<file path="src/rtl/sweep_pkg.sv">
// Constants and state encoding for the 16:1 sweep select path.
// The mux-side sweep generator uses the same constants.
package sweep_pkg;

    // N must equal 2**SEL_W so that the slot counter wraps exactly at N-1.
    localparam int unsigned SEL_W = 4;
    localparam int unsigned N     = 16;

    typedef enum logic {
        FILL,
        HOLD
    } state_e;

endpackage

</file>
<file path="src/rtl/sweep_demux_16_if.sv">
// Serial-in / frame-out bundle between the sweep receiver and its neighbours.
interface sweep_demux_16_if;
    import sweep_pkg::*;

    logic             in_bit;
    logic             in_valid;
    logic             in_start;
    logic             in_ready;
    logic [SEL_W-1:0] sel;
    logic [N-1:0]     data_out;
    logic             out_valid;
    logic             out_ready;
    logic             resync_err;

    modport slave (
        input  in_bit, in_valid, in_start, out_ready,
        output in_ready, sel, data_out, out_valid, resync_err
    );

    modport master (
        output in_bit, in_valid, in_start, out_ready,
        input  in_ready, sel, data_out, out_valid, resync_err
    );

endinterface

</file>
<file path="src/rtl/sweep_demux_16_slot_counter.sv">
// Slot counter: clear has priority over load-to-1 (frame start), which beats increment.
module sweep_slot_counter
    import sweep_pkg::*;
(
    input  logic             clk,
    input  logic             rst,
    input  logic             inc_i,
    input  logic             load1_i,
    input  logic             clr_i,
    output logic [SEL_W-1:0] sel_o,
    output logic             at_last_o
);

    localparam logic [SEL_W-1:0] LAST = SEL_W'(N - 1);

    logic [SEL_W-1:0] sel_q;
    logic [SEL_W-1:0] sel_d;

    always_comb begin
        sel_d = sel_q;
        if (clr_i) begin
            sel_d = '0;
        end else if (load1_i) begin
            sel_d = SEL_W'(1);
        end else if (inc_i) begin
            sel_d = sel_q + SEL_W'(1);
        end
    end

    always_ff @(posedge clk or posedge rst) begin
        if (rst) begin
            sel_q <= '0;
        end else begin
            sel_q <= sel_d;
        end
    end

    assign sel_o     = sel_q;
    assign at_last_o = (sel_q == LAST);

endmodule

</file>
<file path="src/rtl/sweep_demux_16.sv">
// Receive end of the 16:1 sweep: steers serial bits into frame slots and
// presents completed frames on a double-buffered valid/ready output.
module sweep_demux_16
    import sweep_pkg::*;
(
    input  logic              clk,
    input  logic              rst,
    sweep_demux_16_if.slave   bus
);

    state_e           state_q, state_d;
    logic [N-1:0]     asm_q, asm_d;
    logic [N-1:0]     data_q, data_d;
    logic             ov_q, ov_d;
    logic             err_q, err_d;

    logic             cnt_inc, cnt_load1, cnt_clr;
    logic [SEL_W-1:0] sel;
    logic             at_last;
    logic             accept;
    logic             out_free;

    sweep_slot_counter u_cnt (
        .clk       (clk),
        .rst       (rst),
        .inc_i     (cnt_inc),
        .load1_i   (cnt_load1),
        .clr_i     (cnt_clr),
        .sel_o     (sel),
        .at_last_o (at_last)
    );

    assign accept   = bus.in_valid && (state_q == FILL);
    assign out_free = !ov_q || bus.out_ready;

    always_comb begin
        state_d   = state_q;
        asm_d     = asm_q;
        data_d    = data_q;
        ov_d      = ov_q && !bus.out_ready;
        err_d     = 1'b0;
        cnt_inc   = 1'b0;
        cnt_load1 = 1'b0;
        cnt_clr   = 1'b0;

        unique case (state_q)
            FILL: begin
                if (accept) begin
                    if (bus.in_start) begin
                        // Realign: drop any partial frame; unwritten slots read as zero.
                        asm_d     = '0;
                        asm_d[0]  = bus.in_bit;
                        cnt_load1 = 1'b1;
                        err_d     = (sel != '0);
                    end else begin
                        asm_d[sel] = bus.in_bit;
                        if (!at_last) begin
                            cnt_inc = 1'b1;
                        end else if (out_free) begin
                            data_d  = asm_d;
                            ov_d    = 1'b1;
                            cnt_clr = 1'b1;
                        end else begin
                            state_d = HOLD;
                        end
                    end
                end
            end
            HOLD: begin
                // out_valid is necessarily high here, so out_ready alone is a consume.
                if (bus.out_ready) begin
                    data_d  = asm_q;
                    ov_d    = 1'b1;
                    cnt_clr = 1'b1;
                    state_d = FILL;
                end
            end
            default: state_d = FILL;
        endcase
    end

    always_ff @(posedge clk or posedge rst) begin
        if (rst) begin
            state_q <= FILL;
            asm_q   <= '0;
            data_q  <= '0;
            ov_q    <= 1'b0;
            err_q   <= 1'b0;
        end else begin
            state_q <= state_d;
            asm_q   <= asm_d;
            data_q  <= data_d;
            ov_q    <= ov_d;
            err_q   <= err_d;
        end
    end

    assign bus.in_ready   = (state_q == FILL);
    assign bus.sel        = sel;
    assign bus.data_out   = data_q;
    assign bus.out_valid  = ov_q;
    assign bus.resync_err = err_q;

endmodule

</file>
<file path="src/flat_wrapper.sv">
// flat-port wrapper written by rule: the top's interface ports become plain ports
module sweep_demux_16_flat import sweep_pkg::*;
  (clk, rst, bus_in_bit, bus_in_valid, bus_in_start, bus_out_ready, bus_in_ready, bus_sel, bus_data_out, bus_out_valid, bus_resync_err);
  sweep_demux_16_if bus_i ();
  input  logic clk;
  input  logic rst;
  input wire logic [$bits(bus_i.in_bit)-1:0] bus_in_bit;
  input wire logic [$bits(bus_i.in_valid)-1:0] bus_in_valid;
  input wire logic [$bits(bus_i.in_start)-1:0] bus_in_start;
  input wire logic [$bits(bus_i.out_ready)-1:0] bus_out_ready;
  output wire logic [$bits(bus_i.in_ready)-1:0] bus_in_ready;
  output wire logic [$bits(bus_i.sel)-1:0] bus_sel;
  output wire logic [$bits(bus_i.data_out)-1:0] bus_data_out;
  output wire logic [$bits(bus_i.out_valid)-1:0] bus_out_valid;
  output wire logic [$bits(bus_i.resync_err)-1:0] bus_resync_err;
  assign bus_i.in_bit = bus_in_bit;
  assign bus_i.in_valid = bus_in_valid;
  assign bus_i.in_start = bus_in_start;
  assign bus_i.out_ready = bus_out_ready;
  assign bus_in_ready = bus_i.in_ready;
  assign bus_sel = bus_i.sel;
  assign bus_data_out = bus_i.data_out;
  assign bus_out_valid = bus_i.out_valid;
  assign bus_resync_err = bus_i.resync_err;
  sweep_demux_16 u_core (.clk(clk), .rst(rst), .bus(bus_i));
endmodule
</file>
<file path="config.mk">
export PLATFORM = sky130hd
export DESIGN_NAME = sweep_demux_16_flat
export DESIGN_NICKNAME = d
export VERILOG_FILES = /design/src/rtl/sweep_pkg.sv /design/src/rtl/sweep_demux_16_if.sv /design/src/rtl/sweep_demux_16_slot_counter.sv /design/src/rtl/sweep_demux_16.sv /design/src/flat_wrapper.sv
export SDC_FILE = /design/constraint.sdc
export NUM_CORES = 1
export LEC_CHECK = 0
export CAP_MARGIN = 20
export CORE_UTILIZATION = 45
export DETAILED_ROUTE_END_ITERATION = 12
export PLACE_DENSITY = 0.74
export SYNTH_ARGS = -nofsm -noshare
export SYNTH_HDL_FRONTEND = slang
export SYNTH_SLANG_ARGS = --single-unit
</file>
<file path="constraint.sdc">
create_clock -name clk -period 3.2 [get_ports clk]
set_input_delay 0.32 -clock clk [delete_from_list [all_inputs] [get_ports clk]]
set_output_delay 0.32 -clock clk [all_outputs]
set_load 0.05 [all_outputs]
</file>
==> impl_metrics.json, run 1 <==
{
  "reg2reg_depth": 5,
  "hp-class": "primary input to asynchronous set/reset pin",
  "p_switching_uw": 423,
  "crit_path_end_kind": "output pin",
  "cts_tree": "built",
  "initial_utilization_pct": 48.3,
  "power.internal_uw": 819,
  "critPathArrivalTime_ps": 1860,
  "die_h_um": 74.1,
  "switching_share_pct": 34.1,
  "critPathBufInv": 2,
  "finalHoldViolCount": 0,
  "synth_edf_count": 0,
  "ys_warn_count": 0,
  "worst_pin_slew_ps": 678,
  "timing.rr.end": "u_core.bus.data_out[8]$_DFFE_PP0P_",
  "die-width_um": 74.1,
  "core_um2": 4850,
  "synthCells": 201,
  "power_leakage_nw": 1.22,
  "postCtsSetupRepairBufs": 0,
  "cp_data_required_time_ps": 2880,
  "final_cell_mix": "dfrtp_1 (39), clkdlybuf4s50_1 (28), mux2_2 (22), o21ai_0 (20), a32o_1 (9)",
  "status": "complete, no violations",
  "setup_tns_ps": 0,
  "drive_gt1_share_pct": 22.4,
  "antenna_found_initial": 0,
  "peakVddDrop_mv": 0.342,
  "first_pass_iters": 4,
  "worstSetupStartpointType": "flop",
  "period_needed_ps": 2180,
  "vias": 1721,
  "antenna_cells": 0,
  "wl_per_cell_um": 17.8,
  "critPathSlowestCell": "clkdlybuf4s50_1",
  "cts_root_buf": "clkbuf_8",
  "setup_viol": 0,
  "drt-total-wl_um": 5090,
  "final_nets": 230,
  "grtUsageTotal_pct": 20.5,
  "dr.first_iter.drc_count": 112,
  "synthArstFlopShare_pct": 100,
  "rsz0062_at_grt": "no",
  "r2r_start": "u_core.u_cnt.sel_o[0]$_DFFE_PP0P_",
  "syn_to_final_growth_pct": 14.3,
  "grt_max_degree": 40,
  "cts.clk_slew.worst_paths_ps": 70,
  "post-route-period-util_pct": 68.2,
  "grt_first_pass_wirelength_um": 8320,
  "cts_resized": 0,
  "pin_count": 29,
  "global_route.overflow_total": 0,
  "ys_ff_latch": 39,
  "crit_type": "flop to output pin",
  "cts_hold_buf": 0,
  "multiInputGateArea_um2": 1200,
  "clockPowerShare_pct": 24.7,
  "cp_cell_sequence": "inv_1 > clkdlybuf4s50_1",
  "synth_seq_area_share_pct": 41.7,
  "synth_nets": 211,
  "slew_violations": 0,
  "cts_sinks": 39,
  "pwr-share-comb_pct": 30.1,
  "ant_nets": 0,
  "drc_errors": 0,
  "critPathMaxFanout": 12,
  "pwr-share-seq_pct": 45.2,
  "final_common_cell": "dfrtp_1",
  "via_per_inst": 6.02,
  "finClkSkew_ps": 6.41,
  "holdWs_ps": 440,
  "syn-mean-instance-area_um2": 11.6,
  "rows": 25,
  "place_congestion": 0.790,
  "fp.dieArea_um2": 5490,
  "cts_max_path_buffers": 2,
  "seq_area_um2": 976,
  "netlist_area_um2": 2340,
  "insertion_delay_ps": 290,
  "fill_cells": 412,
  "grt_pass1_vias": 1657,
  "critPathMaxStageDelay_ps": 820,
  "synth_cell_types": 45,
  "slew_headroom_pct": 54.6,
  "port_buffers": 28,
  "h-tree-depth": 2,
  "cpLargestDelayFamily": "buffers and inverters",
  "cellPowerDensity_nw_per_um2": 465,
  "synth_ff_type": "dfrtp_1",
  "numCtsBuffers": 5,
  "rrSetupSlack_ps": 1050,
  "max_cap_violations": 0,
  "place_hpwl_um": 3140,
  "max_clock_freq_ghz": 0.458
}
[synth_stat cells, types with 2 or more instances]
master / count / area (µm²)
ha_1: 4 / 50.1
a31oi_1: 3 / 18.8
mux2_2: 22 / 248
a32o_1: 9 / 90.1
mux2_4: 3 / 45.0
nand3_1: 4 / 20.0
nor2_1: 3 / 11.3
nor2b_1: 4 / 25.0
nand4b_1: 2 / 17.5
nor3b_1: 4 / 30.0
dfrtp_1: 39 / 976
nor4bb_1: 7 / 70.1
nor4b_2: 4 / 60.1
and3_1: 3 / 18.8
mux2_1: 5 / 56.3
a31o_2: 2 / 17.5
and3b_1: 8 / 70.1
a22o_1: 4 / 35.0
o21ai_0: 20 / 100
nand2_1: 6 / 22.5
buf_2: 7 / 35.0
inv_1: 4 / 15.0
buf_4: 2 / 15.0
clkbuf_1: 4 / 15.0
clkbuf_2: 3 / 15.0
buf_6: 6 / 67.6
[worst min-delay path: cells and delay by family]
| kind | cells | cell delay, ps |
|---|---|---|
| buf+inv | 3 | 860 |
[kinds of logic (layout without fill, tap and decap cells)]
logic type	after synthesis	after routing	share of synthesized area [%]
AOI/OAI and AO/OA	50	50	16.0
buffers and inverters	26	44	6.95
muxes	31	31	15.3
adders and majority gates	4	4	2.14
and+or+nand+nor	51	51	17.9
DFF	39	39	41.7
[power by group through the flow]
stage          Sequential, mW  Combinational (mW)  Clock [mW]
2_1_floorplan           0.604               0.249           0
5_1_grt                 0.566               0.404       0.334
4_1_cts                 0.561               0.373       0.314
3_3_place_gp            0.567               0.370           0
6_report                0.562               0.374       0.307
3_5_place_dp            0.570               0.372           0
[how the worst max path moves through the flow]
| stage | cells after the start | startpoint | end | slack, ps |
|---|---|---|---|---|
| final | 2 | u_core.state_q$_DFF_PP0_ | bus_in_ready | 1020 |
| after global routing | 5 | u_core.u_cnt.sel_o[0]$_DFFE_PP0P_ | u_core.bus.data_out[8]$_DFFE_PP0P_ | 930 |
| after CTS | 2 | u_core.state_q$_DFF_PP0_ | bus_in_ready | 1010 |
| after detailed placement | 4 | bus_in_valid | u_core.bus.data_out[4]$_DFFE_PP0P_ | 1070 |
| after global placement | 4 | bus_in_valid | u_core.bus.data_out[14]$_DFFE_PP0P_ | 1090 |
| after floorplan | 6 | u_core.u_cnt.sel_o[0]$_DFFE_PP0P_ | u_core.bus.data_out[4]$_DFFE_PP0P_ | 1120 |
[through the flow]
step	total power [mW]	cells	cell area, µm²	util (%)	setup slack (ps)
floorplan	0.854	201	2340	-	1120
global placement	0.937	280	2600	53.7	1090
detailed placement	0.942	280	2600	53.7	1070
CTS	1.25	286	2680	55.2	1010
global route	1.30	286	2680	55.2	930
finish	1.24	286	2680	55.2	1020
[state kept, by name, summed over array words and instances (netlist names)]
signal / flops
u_core.state_q: 1
u_core.u_cnt.sel_o: 4
u_core.bus.out_valid: 1
u_core.bus.data_out: 16
u_core.bus.resync_err: 1
u_core.asm_q: 16
[metal layers]
metal	track usage, %	part of all wire (%)
met5	0	0
met4	9.62	1.6
met2	32.1	47
met1	27.0	46
met3	4.74	5.3
[area by class of cell]
class | count | area share (%)
Multi-Input combinational cell | 136 | 44.9
Timing Repair Buffer | 34 | 12.2
Inverter | 4 | 0.561
Sequential cell | 39 | 36.5
Clock buffer | 6 | 2.71
Tap cell | 67 | 3.13
Note: power is estimated with default switching activity, not from simulation.
==> inputs of run 2 (changes only) <==
Settings changed: PLACE_DENSITY 0.74 to 0.76.
Clock period 3.2 ns to 2 ns, I/O delays scaled along.
==> run 2 against run 1 <==
Final cell count up 3.8%. Sequential power up 56%. Power grew 75%. Utilization increased by 3.7 points.
==> impl_metrics.json, run 2 (synthesis results as in run 1) <==
{
  "hp-class": "primary input to asynchronous set/reset pin",
  "die_h_um": 74.1,
  "place_hpwl_um": 3110,
  "peakVddDrop_mv": 0.451,
  "port_buffers": 28,
  "period_needed_ps": 1990,
  "insertion_delay_ps": 290,
  "h-tree-depth": 2,
  "critPathMostFrequentCell": "mux2_2",
  "cpLargestDelayFamily": "multiplexers",
  "rsz0062_at_grt": "yes",
  "critPathMaxStageDelay_ps": 450,
  "worstSetupStartpointType": "flop",
  "grt_pass1_vias": 1673,
  "global_route.overflow_total": 0,
  "critPathBufInv": 1,
  "highest_layer": "met4",
  "route.met3.wl_um": 219,
  "vias": 1706,
  "worst_pin_slew_ps": 562,
  "grt_first_pass_wirelength_um": 8230,
  "numCtsBuffers": 5,
  "power.internal_mw": 1.47,
  "place_congestion": 0.787,
  "pwr-share-comb_pct": 32.9,
  "cts_root_buf": "clkbuf_8",
  "critPathArrivalTime_ps": 2170,
  "m1WireLength_um": 2390,
  "holdWs_ps": 325,
  "via_per_inst": 5.74,
  "p_switching_uw": 705,
  "critPathMaxFanout": 7,
  "setup_viol": 0,
  "wl_met2_um": 2330,
  "cts_tree": "built",
  "antenna_found_initial": 0,
  "pwr-share-seq_pct": 40.3,
  "pin_count": 29,
  "cts_sinks": 39,
  "die-width_um": 74.1,
  "max_clock_freq_ghz": 0.502,
  "cp_cell_sequence": "inv_1 > ha_1 > nor4bb_1 > mux2_2 > mux2_2",
  "slew_violations": 0,
  "rows": 25,
  "status": "complete, no violations",
  "wl_per_cell_um": 16.9,
  "crit_type": "flop to flop",
  "drt-total-wl_um": 5010,
  "fp.dieArea_um2": 5490,
  "switching_share_pct": 32.4,
  "antenna_cells": 0,
  "grtUsageTotal_pct": 20.2,
  "initial_utilization_pct": 48.3,
  "finalHoldViolCount": 0,
  "drc_errors": 0,
  "place_inst": 289,
  "power_mw": 2.18,
  "grt_max_degree": 41,
  "critPathSlowestCell": "dfrtp_2",
  "setup_tns_ps": 0,
  "final_cell_mix": "dfrtp_1 (37), clkdlybuf4s50_1 (25), mux2_2 (22), o21ai_0 (20), buf_4 (12)",
  "clockPowerShare_pct": 26.8,
  "final_common_cell": "dfrtp_1",
  "power_leakage_nw": 1.30,
  "max_cap_violations": 0,
  "cts_hold_buf": 0,
  "cts_max_path_buffers": 2,
  "fin_cells": 297,
  "ant_nets": 0,
  "slew_headroom_pct": 62.4,
  "syn_to_final_growth_pct": 21.9,
  "drive_gt1_share_pct": 29.6,
  "post-route-period-util_pct": 99.5,
  "cp_data_required_time_ps": 2180,
  "dr.first_iter.drc_count": 97,
  "cts.clk_slew.worst_paths_ps": 70,
  "core_um2": 4850,
  "crit_path_end_kind": "flop",
  "finClkSkew_ps": 4.09,
  "fill_cells": 402,
  "first_pass_iters": 4,
  "cellPowerDensity_nw_per_um2": 763,
  "final_nets": 239
}
-- run 2: cell types whose count changed in the layout (fill, tap and decap cells not counted), sizes merged --
| cell | previous run | this run |
|---|---|---|
| clkdlybuf4s50 | 28 | 25 |
| buf | 6 | 18 |
| clkbuf | 6 | 8 |
-- run 2: power by group through the flow --
stage	Combinational (mW)	Clock, mW	Sequential (mW)
after global placement	0.692	0	0.890
after detailed placement	0.703	0	0.893
final	0.716	0.583	0.878
after floorplan	0.399	0	0.969
after global routing	0.768	0.633	0.884
after CTS	0.708	0.609	0.877
-- run 2: final cells by class --
class,instances,area [µm²],share of cell area (%)
clock buffer,8,100,3.51
sequential,39,978,34.3
timing repair buffer,43,460,16.1
multi-input combinational,136,1220,42.6
inverter,4,15.0,0.526
tap,67,83.8,2.94
-- run 2: routing by layer --
layer | GRT usage, % | up-vias
li1 | - | 811
met3 | 5.28 | 8
met4 | 10.0 | 0
met2 | 31.0 | 41
met5 | 0 | -
met1 | 26.4 | 846
-- run 2: metrics by stage --
step / area, µm² / util [%] / setup WS (ps)
final: 2850 / 58.9 / 9.03
after global routing: 2850 / 58.9 / -64.6
after CTS: 2840 / 58.6 / 9.88
after detailed placement: 2740 / 56.5 / 18.9
after global placement: 2740 / 56.5 / 90.6
after floorplan: 2340 / - / 40.5
-- run 2: what timing repair did --
item	CTS	global route
gates resized for setup	0	3
buffers inserted	0	0
endpoints found under the setup margin	0	7
-- run 2: path summary, 6_finish.rpt --
| check | cells past startpoint | end | slack (ps) | start |
|---|---|---|---|---|
| worst max-delay path | 5 | u_core.bus.data_out[5]$_DFFE_PP0P_ | 9 | u_core.u_cnt.sel_o[1]$_DFFE_PP0P_ |
| worst min-delay path | 3 | u_core.asm_q[5]$_DFFE_PP0P_ | 320 | rst |
| worst max register to register | 5 | u_core.bus.data_out[5]$_DFFE_PP0P_ | 9 | u_core.u_cnt.sel_o[1]$_DFFE_PP0P_ |
| worst min register to register | 1 | u_core.asm_q[8]$_DFFE_PP0P_ | 490 | u_core.asm_q[8]$_DFFE_PP0P_ |
| max in group asynchronous | 3 | u_core.u_cnt.sel_o[1]$_DFFE_PP0P_ | 1310 | rst |
| min in group clk | 1 | u_core.asm_q[8]$_DFFE_PP0P_ | 490 | u_core.asm_q[8]$_DFFE_PP0P_ |
-- run 2: worst register-to-register path, stage by stage (launching register included) --
cell      delay (ps)
dfrtp_2          450
inv_1            100
ha_1             320
nor4bb_1         370
mux2_2           380
mux2_2           270
